`config.mk`:
```
export PLATFORM = sky130hd
export DESIGN_NAME = ss_column_capture
export DESIGN_NICKNAME = d
export VERILOG_FILES = /design/src/rtl/ss_capture_pkg.sv /design/src/rtl/ss_column_capture_column_latch.sv /design/src/rtl/ss_column_capture.sv
export SDC_FILE = /design/constraint.sdc
export NUM_CORES = 1
export LEC_CHECK = 0
export ABC_AREA = 1
export CAP_MARGIN = 20
export CELL_PAD_IN_SITES_DETAIL_PLACEMENT = 0
export CELL_PAD_IN_SITES_GLOBAL_PLACEMENT = 1
export CORE_ASPECT_RATIO = 0.8
export CORE_MARGIN = 2
export CORE_UTILIZATION = 32
export DETAILED_ROUTE_END_ITERATION = 8
export HOLD_SLACK_MARGIN = 0.08
export PLACE_DENSITY = 0.77
export SKIP_CTS_REPAIR_TIMING = 1
export SYNTH_ARGS = -nofsm -noshare
export SYNTH_HDL_FRONTEND = slang
export SYNTH_SLANG_ARGS = --single-unit
export TNS_END_PERCENT = 10
```
`constraint.sdc`:
```
create_clock -name clk -period 3 [get_ports clk]
set_clock_uncertainty 0.15 [all_clocks]
set_input_delay 0.45 -clock clk [delete_from_list [all_inputs] [get_ports clk]]
set_output_delay 0.45 -clock clk [all_outputs]
set_load 0.03 [all_outputs]
```
`src/rtl/ss_capture_pkg.sv`:
```
// ---------------------------------------------------------------------------
// ss_capture_pkg
// Shared definitions for the single-slope column capture block.
//   state_t : top-level FSM states (IDLE, CONVERT, READOUT)
//   idx_w   : width of a column index for a given column count
// ---------------------------------------------------------------------------
package ss_capture_pkg;

  typedef enum logic [1:0] {
    IDLE    = 2'd0,
    CONVERT = 2'd1,
    READOUT = 2'd2
  } state_t;

  // Column index width. A single column would still need one bit to
  // keep the port legal.
  function automatic int idx_w(input int n);
    return (n > 1) ? $clog2(n) : 1;
  endfunction

endpackage

```
`src/rtl/ss_column_capture_column_latch.sv`:
```
// ---------------------------------------------------------------------------
// column_latch
// Holds the counter value seen on the first comparator trip of one column
// during a conversion window.
//   clk      : system clock
//   reset    : synchronous, active-low reset
//   clear    : forget the previous conversion (new conversion starting)
//   en       : conversion window is open
//   comp     : comparator output for this column, 1 = ramp has crossed
//   count_in : shared counter value
//   code     : latched counter value
//   latched  : a trip has been captured since the last clear
// ---------------------------------------------------------------------------
module column_latch #(
  parameter int width = 8
) (
  input  logic             clk,
  input  logic             reset,
  input  logic             clear,
  input  logic             en,
  input  logic             comp,
  input  logic [width-1:0] count_in,
  output logic [width-1:0] code,
  output logic             latched
);

  logic [width-1:0] r_code;
  logic             r_latched;

  // Only the first trip in a window is kept; later comparator activity
  // (glitches, chatter) cannot overwrite it.
  always_ff @(posedge clk) begin
    if (!reset) begin
      r_code    <= '0;
      r_latched <= 1'b0;
    end else if (clear) begin
      r_code    <= '0;
      r_latched <= 1'b0;
    end else if (en && comp && !r_latched) begin
      r_code    <= count_in;
      r_latched <= 1'b1;
    end
  end

  assign code    = r_code;
  assign latched = r_latched;

endmodule

```
`src/rtl/ss_column_capture.sv`:
```
// ---------------------------------------------------------------------------
// ss_column_capture
// Captures the shared ramp counter value for each comparator column during a
// 2^width-cycle conversion window, then streams the codes out one column per
// valid/ready handshake.
//   clk       : system clock
//   reset     : synchronous, active-low reset
//   start     : one-cycle conversion request, honoured only when idle
//   count_in  : shared counter value, sampled as-is
//   comp      : per-column comparator outputs, synchronous to clk
//   out_data  : code of the current column (all-ones if it never tripped)
//   out_col   : index of the current column
//   out_ovf   : current column never tripped
//   out_valid : out_data/out_col/out_ovf are valid
//   out_ready : downstream accepts the word
//   busy      : conversion or readout in progress
//   done      : one-cycle pulse after the last column is accepted
// ---------------------------------------------------------------------------
module ss_column_capture
  import ss_capture_pkg::*;
#(
  parameter int width   = 8,
  parameter int columns = 4
) (
  input  logic                        clk,
  input  logic                        reset,
  input  logic                        start,
  input  logic [width-1:0]            count_in,
  input  logic [columns-1:0]          comp,
  output logic [width-1:0]            out_data,
  output logic [idx_w(columns)-1:0]   out_col,
  output logic                        out_ovf,
  output logic                        out_valid,
  input  logic                        out_ready,
  output logic                        busy,
  output logic                        done
);

  localparam int IW = idx_w(columns);
  // Timer carries one extra bit so the final count is unambiguous.
  localparam logic [width:0]  LAST_TICK = {1'b0, {width{1'b1}}};
  localparam logic [IW-1:0]   LAST_COL  = IW'(columns - 1);

  state_t           r_state;
  logic [width:0]   r_timer;
  logic [IW-1:0]    r_idx;
  logic             r_valid;
  logic             r_busy;
  logic             r_done;

  logic             w_start_acc;
  logic             w_conv;
  logic             w_last_tick;
  logic             w_hs;
  logic             w_last_col;
  logic [width-1:0] w_code [columns];
  logic [columns-1:0] w_latched;

  assign w_start_acc = (r_state == IDLE) && start;
  assign w_conv      = (r_state == CONVERT);
  assign w_last_tick = w_conv && (r_timer == LAST_TICK);
  assign w_hs        = r_valid && out_ready;
  assign w_last_col  = (r_idx == LAST_COL);

  // Per-column capture; a start accepted in IDLE clears every latch so a
  // new conversion never sees stale trips.
  for (genvar g = 0; g < columns; g++) begin : g_col
    column_latch #(.width(width)) u_latch (
      .clk      (clk),
      .reset    (reset),
      .clear    (w_start_acc),
      .en       (w_conv),
      .comp     (comp[g]),
      .count_in (count_in),
      .code     (w_code[g]),
      .latched  (w_latched[g])
    );
  end

  always_ff @(posedge clk) begin
    if (!reset) begin
      r_state <= IDLE;
      r_timer <= '0;
      r_idx   <= '0;
      r_valid <= 1'b0;
      r_busy  <= 1'b0;
      r_done  <= 1'b0;
    end else begin
      r_done <= 1'b0;
      case (r_state)
        IDLE: begin
          if (start) begin
            r_state <= CONVERT;
            r_timer <= '0;
            r_idx   <= '0;
            r_busy  <= 1'b1;
          end
        end
        CONVERT: begin
          r_timer <= r_timer + 1'b1;
          // The latches sample comp on this same edge, so a trip in the
          // final cycle is already captured when READOUT begins.
          if (w_last_tick) begin
            r_state <= READOUT;
            r_idx   <= '0;
            r_valid <= 1'b1;
          end
        end
        READOUT: begin
          if (w_hs) begin
            if (w_last_col) begin
              r_state <= IDLE;
              r_idx   <= '0;
              r_valid <= 1'b0;
              r_busy  <= 1'b0;
              r_done  <= 1'b1;
            end else begin
              r_idx <= r_idx + 1'b1;
            end
          end
        end
        default: r_state <= IDLE;
      endcase
    end
  end

  // Readout mux: a column that never tripped reports all-ones with ovf.
  // Data outputs are forced to zero whenever no word is being offered.
  always_comb begin
    out_data = '0;
    out_ovf  = 1'b0;
    if (r_valid) begin
      out_data = w_latched[r_idx] ? w_code[r_idx] : {width{1'b1}};
      out_ovf  = !w_latched[r_idx];
    end
  end

  assign out_col   = r_idx;
  assign out_valid = r_valid;
  assign busy      = r_busy;
  assign done      = r_done;

endmodule

```
==> metrics.yaml <==
fp.dieW_microns: 102
clk_latency_ns: 0.31
fp-row-count: 28
hold_depth: 2
hold_start: "r_timer[8]"
core_sq_mm: 0.00743
post_drt_via_cell_ratio: 4.52
cts_root_buf: "clkbuf_8"
synthTopCellsByArea: "dfxtp_1 (42%), nor2_1 (12%), nand2_1 (12%), nand3_1 (6.7%), o21ai_0 (5.7%)"
antenna_found_initial: 0
fin_crit_ns: 2.40
cts_tree: "done"
fmax_ghz: 0.417
clockBufferDepth: 2
synth_fp_nets: 371
ios: 30
wirelength_microns: 5970
synth_most_common_cell: "nor2_1"
fin_ws_ns: 0.603
cp_max_fo: 9
r2r_setup_slack_ns: 1.00
syn2layout_area_growth_pct: 20.3
ys_seq_elements: 52
power_density_mw_per_mm2: 513
die_height_microns: 82.3
drive_gt1_frac: 0.0966
grt_overflow: 0
rr_worst_depth: 12
route.vias.total: 2206
worstPathArrival_ns: 1.80
worstReg2RegStart: "r_timer[1]"
synth-edff-count: 0
num-nets-final: 402
ant_nets: 0
dr.first_iter.drc_count: 75
cts_sinks: 52
die_area_sq_mm: 0.00838
yosysWarnings: 0
clkTransAtPathRegs_ns: 0.10
grt_max_degree: 36
async_flop_share: 0
avgSynthCellArea_sq_um: 6.97
drc: 0
place_ws_ns: 0.754
tns_ns: 0
status: "finished clean"
yosysUniqueCellTypes: 27
grt_pass1_wl_microns: 10000
fin_crit_sh: 0.799
worst_setup_path_start_kind: "flip-flop"
hold_class: "flip-flop to flip-flop"
rsz0062_at_grt: "false"
synthCells: 352
initial_core_util: 0.330
reg2reg_to: "out_col[0]"
synthFlopType: "dfxtp_1"
cts_made_buffers: 5
synthTopCellsByCount: "nor2_1 (80), nand2_1 (78), dfxtp_1 (52)"
critPathRequiredTime_ns: 2.40
timing.final.hold_violations: 0
grt_pass1_vias: 2094
maxCapViolations: 0
synth.cell_area_sq_mm: 0.00245
finalSetupViolations: 0
grt_usage: 0.157
p_leak_nw: 1.18
crit_type: "flip-flop to output port"
ys_seq_area_frac: 0.424
htreeDepth: 2
totalPowerFinal_mw: 1.51
dp_hpwl_microns: 4150
end_kind: "output port"
antenna-diode-count: 0
first_pass_iters: 4
tightestPinTransition_ns: 0.405
gp_congestion: 0.769
drt-wirelength-per-cell_microns: 12.2
ir_drop_uv: 239
yosysTopAreaCell: "dfxtp_1"
synth_top_area_frac: 0.424
relSlewSlack: 0.730
io_buffers: 29
whs_endpoint: "r_timer[8]"
slew_viol_final: 0
## critical path, stage by stage, from the launching register on
cell     delay [ns]
dfxtp_1        0.52
buf_4          0.23
a21oi_1        0.07
o21ai_0        0.09
nand3_2        0.25
nand2_1        0.16
buf_4          0.17
## cell families (layout without fill, tap and decap cells)
group / after synthesis / in the layout / synth area share
flops: 52 / 52 / 0.424
fa+ha+maj: 3 / 3 / 0.0153
compound gates: 53 / 53 / 0.109
simple gates: 205 / 205 / 0.375
buf+inv: 39 / 70 / 0.0760
## registers in the layout, indices dropped and copies added, names as in the netlist
name,flops
busy,1
done,1
g_col.u_latch.code,32
g_col.u_latch.latched,4
out_col,2
out_valid,1
r_state,2
r_timer,9
## cells in the final DEF, fill, tap and decap left out, types with 2 or more instances in the layout
| cell | instances |
|---|---|
| clkinv_1 | 2 |
| nand3_1 | 33 |
| buf_4 | 14 |
| nor2_4 | 2 |
| a21oi_1 | 15 |
| nor2_1 | 80 |
| inv_1 | 21 |
| nand2_1 | 78 |
| nand3_4 | 4 |
| clkbuf_8 | 5 |
| nand4_1 | 3 |
| o21ai_0 | 28 |
| o21ai_1 | 9 |
| clkdlybuf4s50_1 | 20 |
| inv_2 | 3 |
| dfxtp_1 | 52 |
| ha_1 | 3 |
| bufinv_16 | 2 |
## final cells by class
cell class | count | area [sq um]
Multi-Input combinational cell | 261 | 1220
Tap cell | 105 | 131
Fill cell | 807 | 4480
Clock buffer | 5 | 68.8
Sequential cell | 52 | 1040
Inverter | 29 | 118
Clock inverter | 2 | 60.1
Timing Repair Buffer | 34 | 305
## worst max path at each step
stage / start / end / cells after the start
floorplan: out_col[0] / out_data[0] / 4
global placement: reset / g_col[3].u_latch.code[5] / 5
detailed placement: reset / g_col[3].u_latch.code[5] / 5
CTS: out_col[0] / out_data[2] / 6
global route: out_col[0] / out_data[2] / 6
finish: out_col[0] / out_data[2] / 6
## per-stage QoR
step                hold slack (ns)  utilization  cell area [sq um]  std cells
floorplan                     0.289            -               2450        352
global placement              0.298        0.380               2820        481
detailed placement            0.300        0.380               2820        481
CTS                           0.316        0.397               2950        488
global route                  0.351        0.397               2950        488
finish                        0.314        0.397               2950        488
## power breakdown
part	internal (mW)	switching, mW	leakage (nW)
clock	0.329	0.235	0.0642
combinational	0.0787	0.136	0.696
sequential	0.717	0.0174	0.422
## layer usage
| metal | global-route usage | wire (microns) |
|---|---|---|
| met2 | 0.245 | 2530 |
| met5 | 0 | 0 |
| met4 | 0.0600 | 111 |
| met3 | 0.0269 | 258 |
| met1 | 0.217 | 3080 |
Power figures use the tool's default switching activity.
